==> src/rtl/iir_biquad_sequencer.sv <==
// Time-multiplexed sequencer for a cascade of NSEC biquad sections sharing
// one multiply/saturating-accumulate datapath. For each accepted sample it
// walks every section through five MAC taps and one write-back cycle, then
// strobes the final output. Saturation events are gathered into a sticky flag.
//
// Handshake: a sample is taken on a rising edge where in_valid & in_ready &
// clk_enable are all high and flush is low. in_ready is high only while the
// sequencer is idle; nothing is queued, so in_valid outside idle is ignored.
//
// Control outputs are registered decodes of the state held during the
// previous cycle, so the first MAC cycle appears one cycle after the accept
// edge. clk_enable=0 freezes every register; consumers qualify strobes with it.
module iir_biquad_sequencer #(
    parameter int NSEC    = 4,
    parameter int COEF_AW = 6,
    parameter int SEC_W   = 3
) (
    input  logic               clk,
    input  logic               reset,
    input  logic               clk_enable,
    input  logic               in_valid,
    output logic               in_ready,
    input  logic               flush,
    input  logic               ovf_in,
    input  logic               ovf_clr,
    output logic [COEF_AW-1:0] coef_addr,
    output logic [2:0]         op_sel,
    output logic               acc_clr,
    output logic               acc_en,
    output logic [SEC_W-1:0]   sec_idx,
    output logic               state_we,
    output logic               out_valid,
    output logic               busy,
    output logic               ovf_sticky
);

    typedef enum logic [1:0] {
        S_IDLE = 2'd0,
        S_MAC  = 2'd1,
        S_WB   = 2'd2,
        S_DONE = 2'd3
    } state_e;

    localparam logic [2:0]       LAST_TAP = 3'd4;
    localparam logic [SEC_W-1:0] LAST_SEC = SEC_W'(NSEC - 1);

    state_e             state_q, state_d;
    logic [2:0]         tap_q, tap_d;
    logic [SEC_W-1:0]   sec_q, sec_d;

    logic [COEF_AW-1:0] coef_addr_q, coef_addr_d;
    logic [2:0]         op_sel_q, op_sel_d;
    logic               acc_clr_q, acc_clr_d;
    logic               acc_en_q, acc_en_d;
    logic [SEC_W-1:0]   sec_idx_q, sec_idx_d;
    logic               state_we_q, state_we_d;
    logic               out_valid_q, out_valid_d;
    logic               busy_q, busy_d;
    logic               ovf_q, ovf_d;

    logic               active;
    logic               abort;
    logic [COEF_AW-1:0] mac_addr;

    assign active   = (state_q != S_IDLE);
    assign abort    = flush && active;
    assign mac_addr = COEF_AW'(5) * COEF_AW'(sec_q) + COEF_AW'(tap_q);

    // Next-state logic: tap/section counters and the phase of the walk.
    always_comb begin
        state_d = state_q;
        tap_d   = tap_q;
        sec_d   = sec_q;
        case (state_q)
            S_IDLE: begin
                if (in_valid && !flush) begin
                    state_d = S_MAC;
                    tap_d   = 3'd0;
                    sec_d   = '0;
                end
            end
            S_MAC: begin
                if (flush) begin
                    state_d = S_IDLE;
                end else if (tap_q == LAST_TAP) begin
                    state_d = S_WB;
                end else begin
                    tap_d = tap_q + 3'd1;
                end
            end
            S_WB: begin
                if (flush) begin
                    state_d = S_IDLE;
                end else if (sec_q == LAST_SEC) begin
                    state_d = S_DONE;
                end else begin
                    state_d = S_MAC;
                    tap_d   = 3'd0;
                    sec_d   = sec_q + SEC_W'(1);
                end
            end
            S_DONE: begin
                state_d = S_IDLE;
            end
            default: begin
                state_d = S_IDLE;
            end
        endcase
    end

    // Output decode of the current state; an abort registers idle values.
    always_comb begin
        coef_addr_d = '0;
        op_sel_d    = 3'd0;
        acc_clr_d   = 1'b0;
        acc_en_d    = 1'b0;
        sec_idx_d   = '0;
        state_we_d  = 1'b0;
        out_valid_d = 1'b0;
        busy_d      = 1'b0;
        if (!abort) begin
            case (state_q)
                S_MAC: begin
                    coef_addr_d = mac_addr;
                    op_sel_d    = tap_q;
                    acc_en_d    = 1'b1;
                    acc_clr_d   = (tap_q == 3'd0);
                    sec_idx_d   = sec_q;
                    busy_d      = 1'b1;
                end
                S_WB: begin
                    coef_addr_d = mac_addr;
                    op_sel_d    = tap_q;
                    sec_idx_d   = sec_q;
                    state_we_d  = 1'b1;
                    busy_d      = 1'b1;
                end
                S_DONE: begin
                    sec_idx_d   = sec_q;
                    out_valid_d = 1'b1;
                    busy_d      = 1'b1;
                end
                default: begin
                    busy_d = 1'b0;
                end
            endcase
        end
    end

    // Sticky overflow: a set during MAC/WB beats a simultaneous clear.
    always_comb begin
        ovf_d = ovf_q;
        if (ovf_in && (state_q == S_MAC || state_q == S_WB)) begin
            ovf_d = 1'b1;
        end else if (ovf_clr) begin
            ovf_d = 1'b0;
        end
    end

    // State and output registers, frozen while clk_enable is low.
    always_ff @(posedge clk or negedge reset) begin
        if (!reset) begin
            state_q     <= S_IDLE;
            tap_q       <= 3'd0;
            sec_q       <= '0;
            coef_addr_q <= '0;
            op_sel_q    <= 3'd0;
            acc_clr_q   <= 1'b0;
            acc_en_q    <= 1'b0;
            sec_idx_q   <= '0;
            state_we_q  <= 1'b0;
            out_valid_q <= 1'b0;
            busy_q      <= 1'b0;
            ovf_q       <= 1'b0;
        end else if (clk_enable) begin
            state_q     <= state_d;
            tap_q       <= tap_d;
            sec_q       <= sec_d;
            coef_addr_q <= coef_addr_d;
            op_sel_q    <= op_sel_d;
            acc_clr_q   <= acc_clr_d;
            acc_en_q    <= acc_en_d;
            sec_idx_q   <= sec_idx_d;
            state_we_q  <= state_we_d;
            out_valid_q <= out_valid_d;
            busy_q      <= busy_d;
            ovf_q       <= ovf_d;
        end
    end

    assign in_ready   = (state_q == S_IDLE);
    assign coef_addr  = coef_addr_q;
    assign op_sel     = op_sel_q;
    assign acc_clr    = acc_clr_q;
    assign acc_en     = acc_en_q;
    assign sec_idx    = sec_idx_q;
    assign state_we   = state_we_q;
    assign out_valid  = out_valid_q;
    assign busy       = busy_q;
    assign ovf_sticky = ovf_q;

endmodule

==> config.mk <==
export PLATFORM = sky130hd
export DESIGN_NAME = iir_biquad_sequencer
export DESIGN_NICKNAME = d
export VERILOG_FILES = /design/src/rtl/iir_biquad_sequencer.sv
export SDC_FILE = /design/constraint.sdc
export NUM_CORES = 1
export LEC_CHECK = 0
export CORE_MARGIN = 2
export CORE_UTILIZATION = 45
export CTS_BUF_LIST = sky130_fd_sc_hd__clkbuf_8
export CTS_CLUSTER_SIZE = 40
export DETAILED_ROUTE_END_ITERATION = 7
export PLACE_DENSITY = 0.7
export SYNTH_ARGS = -nofsm -noshare
export SYNTH_HDL_FRONTEND = slang
export SYNTH_SLANG_ARGS = --single-unit
==> constraint.sdc <==
create_clock -name clk -period 5.8 [get_ports clk]
set_input_delay 1.16 -clock clk [delete_from_list [all_inputs] [get_ports clk]]
set_output_delay 1.16 -clock clk [all_outputs]
set_load 0.05 [all_outputs]
---- After elaboration in Yosys (flattened, before gate mapping) ----
Cells that the tools add are included.
word-level totals
  bits in registers ....................... 26
  input bits .............................. 7
  output and inout bits ................... 19
  word-level logic and storage cells ...... 77
cells by class
  add/subtract/negate cells ............... 3
  $mul .................................... 1
  eq/ne operators ......................... 11
  mux-type cells .......................... 33
  reduce and logical (&&, ||, !) cells .... 17
operators with widths
  operator             count
  $mux 3               11
  $mux 1               12
  $mux 6               2
  $mux 2               5
  $pmux 3 s3           1
  $ne 2x2->1 const B   4
  $pmux 2 s4           1
  $reduce_and 7->1     1
  $add 3x1->3 const B  2
  $add 6x3->6          1
  $mul 3x3->6 const A  1
  $pmux 3 s2           1
  $reduce_bool 2->1    3
  $reduce_and 5->1     1
  $eq 2x2->1 const B   2
  $eq 3x2->1 const B   1
  $eq 3x3->1 const B   1
  $logic_and 1x1->1    3
  $logic_not 3->1      1
  $ne 3x3->1 const B   1
  $reduce_and 3->1     1
  $reduce_bool 3->1    1
  $reduce_or 3->1      1
  $eq 2x1->1 const B   1
  other kinds (6)      6

---- Logic depth before layout (Yosys ltp) ----
  word-level depth ........................ 5
  mapped depth ............................ 8
  gate-level depth less buffers ........... 8

---- Worst setup path before layout ----
Ideal clock, no wire load.
  path type ............................... register -> output
  from .................................... reg state_q[0]
  to ...................................... out in_ready
  arrival ................................. 1095 ps
  required time ........................... 4640 ps
  setup slack ............................. 3545 ps
  cell stages (with the launch flop) ...... 3
  buffers on the path ..................... 0
  cell sequence ........................... dfrtp_1 inv_1 ha_1
between the ends
  longest elaborated chain between the ends .. 1
RTL lines
  item                    line  text
  start, declared         47    state_e state_q, state_d;
  start signal, assigned  176   state_q <= state_d;
  $logic_not 2->1         191   assign in_ready = (state_q == S_IDLE);
  end, declared           22    output logic in_ready,
No other way between the ends.

---- Worst setup path after layout ----
Ends and elaborated chain as after synthesis.

==> results.yml <==
synthesis:
  synth_edf_count: 0
  synth.distinct_cells: 29
  synth_area_mm2: 0.00147
  yosysSeqAreaShare_pct: 44.4
  ys_warn_count: 0
  synthArstFlopShare_pct: 100
  synth-main-ff-cell: "dfrtp_1"
  syn_nets: 171
  postSynthAreaPerCell_um2: 10.0
  ys_seq_elements: 26
  syn_inst: 146
critical_path:
  reg2reg_to: "coef_addr[4]"
  critPathLaunchType: "register"
  critPathTopFamily: "buffers and inverters"
  cpMaxStageDelayCell: "clkdlybuf4s50_1"
  crit_arrival_ns: 2.09
  criticalPathCategory: "register to primary output"
  path_cells: "inv_1, ha_1, clkdlybuf4s50_1"
  rrSetupSlack_ns: 3.69
  worstRegToRegCells: 7
  cp.required_ns: 4.64
  worst_setup_path_end_kind: "primary output"
  r2r_start: "sec_q[0]"
  critical-path-max-stage-delay_ns: 0.89
  crit_buf_inv: 2
  crit_fanout: 10
floorplan:
  die_area_mm2: 0.00373
  die_height_um: 61.1
  initial_utilization_pct: 47.6
  core_mm2: 0.00308
  ioPinCount: 26
  num_rows: 20
  die_x_um: 61.1
sta:
  fin_crit_sh_pct: 56.0
  finalHoldViolations: 0
  timing.fmax_mhz: 308
  holdWs_ns: 0.512
  fin_skew_ns: 0.00296
  maxSlewHeadroom_pct: 36.7
  tightest_slew_ns: 0.946
  setup_viol: 0
  maxSlewViolCount: 0
  tns_ns: 0
  rsz0062_at_grt: "false"
  fin_ws_ns: 2.55
  min_period_ns: 3.25
global_routing:
  antenna_found_initial: 0
  grt_overflow_total: 0
  grt_max_degree: 31
  use_met1_pct: 22.6
  grt_util_met3_pct: 2.73
  grt_pass1_vias: 1067
  met2_usage_pct: 29.2
  grt_usage_pct: 17.4
  grt_pass1_wl_um: 4800
  busiest_layer: "met2"
route:
  wirelength_um: 2820
  viasPerCell: 5.08
  drc: 0
  post_drt_wl_per_cell_um: 13.2
  drtAntennaViolNets: 0
  dr.pass1.iters: 4
  first_iter_violations: 18
  vias: 1088
layout:
  drive_above_1_share_pct: 5.88
  nNetsFinal: 197
  fillers: 283
  final_cell_mix: "inv_1 (26), dfrtp_1 (26), clkdlybuf4s50_1 (25)"
  final_util_pct: 58.2
  final-instance-count-excl-fill: 214
  area_growth_pct: 22.3
  diodes: 0
place:
  post-place-ws_ns: 2.58
  gp_congestion: 0.774
  hpwl_um: 2050
  placed_cells: 211
  portBuffers: 25
clocking:
  htree_levels: 1
  clk_pin_slew_ns: 0.09
  cts_buffer_depth: 2
  numCtsBuffers: 3
  cts_tree: "built"
  hold_buffers: 0
  cts_root_buf: "clkbuf_8"
  clock_latency_ns: 0.27
  cts_resized: 0
  post_cts_buffers: 0
  cts_sinks: 26
hold_path:
  holdPathEnd: "ovf_sticky"
  worst_hold_path_type: "register to register"
  whs_path_depth: 1
  hold_start: "ovf_sticky"
run_status:
  run_status: "complete, no violations"
power:
  p_leak_nw: 0.850
  power.density_mw_per_mm2: 472
  vdd.ir_drop.worst_mv: 0.336
job:
  max_cap_violations: 0
## flip-flops by register name, summed over array words and instances (netlist names)
name        cells
tap_q           3
acc_clr         1
acc_en          1
coef_addr       6
sec_q           3
busy            1
sec_idx         3
state_we        1
op_sel          3
ovf_sticky      1
out_valid       1
state_q         2
## routing by layer
layer  part of all wire [%]  wire, um
met3                    3.2        89
met1                     47      1310
met5                      0         0
met4                    1.5        43
met2                     49      1370
## per-stage QoR
| stage | instance area [um2] | power [W] |
|---|---|---|
| 2_1_floorplan | 1470 | 0.000613 |
| 3_3_place_gp | 1750 | 0.000733 |
| 3_5_place_dp | 1750 | 0.000746 |
| 4_1_cts | 1790 | 0.000854 |
| 5_1_grt | 1790 | 0.000908 |
| 6_report | 1790 | 0.000846 |
## report_power, final
group / switching, W / total, W / internal [W]
logic: 0.000297 / 0.000470 / 0.000172
clock network: 0.0000566 / 0.000103 / 0.0000467
registers: 0.0000392 / 0.000273 / 0.000234
total: 0.000393 / 0.000846 / 0.000453
## synthesized netlist by cell type (2+ instances only)
| master | instances | area, um2 |
|---|---|---|
| a21o_1 | 3 | 22.5 |
| a21oi_1 | 5 | 25.0 |
| a32o_1 | 2 | 20.0 |
| and3_1 | 2 | 12.5 |
| clkbuf_1 | 3 | 11.3 |
| dfrtp_1 | 26 | 651 |
| ha_1 | 17 | 213 |
| inv_1 | 26 | 97.6 |
| mux2_2 | 3 | 33.8 |
| mux2i_1 | 3 | 30.0 |
| nand2_1 | 10 | 37.5 |
| nand2b_1 | 2 | 12.5 |
| nand3_1 | 7 | 35.0 |
| nor2_1 | 2 | 7.51 |
| nor2b_1 | 2 | 12.5 |
| o21ai_0 | 13 | 65.1 |
| o22ai_1 | 7 | 43.8 |
| xor2_1 | 2 | 17.5 |
## worst reg2reg max path: cells and delay by family, from the launching register on
kind,cells,cell delay (ns)
AO/OA/AOI/OAI,3,0.43
XOR/XNOR,1,0.16
adder cells (fa/ha/maj),3,0.92
flip-flops,1,0.45
## area by class of cell
class | instances | area [um2] | area share [%]
multi-input combinational | 89 | 689 | 38.5
sequential | 26 | 651 | 36.3
timing repair buffer | 26 | 258 | 14.4
inverter | 26 | 97.6 | 5.45
tap | 44 | 55.1 | 3.07
clock buffer | 3 | 41.3 | 2.30
## how the worst max path moves through the flow
stage | from | to | depth (start not counted)
final | state_q[0] | in_ready | 3
after global routing | state_q[0] | in_ready | 3
after CTS | state_q[0] | in_ready | 3
after detailed placement | clk_enable | tap_q[2] | 4
after global placement | clk_enable | tap_q[2] | 4
after floorplan | state_q[0] | in_ready | 2
## cell families (layout without fill, tap and decap cells)
group                      Yosys count  after routing  synth area share [%]
AOI/OAI and AO/OA                   32             32                  13.7
xor gates and xnor gates             2              2                  1.20
adders and majority gates           18             18                  15.9
buffers and inverters               31             55                  8.54
DFF                                 26             26                  44.4
muxes                                6              6                  4.36
and+or+nand+nor                     31             31                  11.9
No activity file was read; power rests on OpenSTA's default activity.
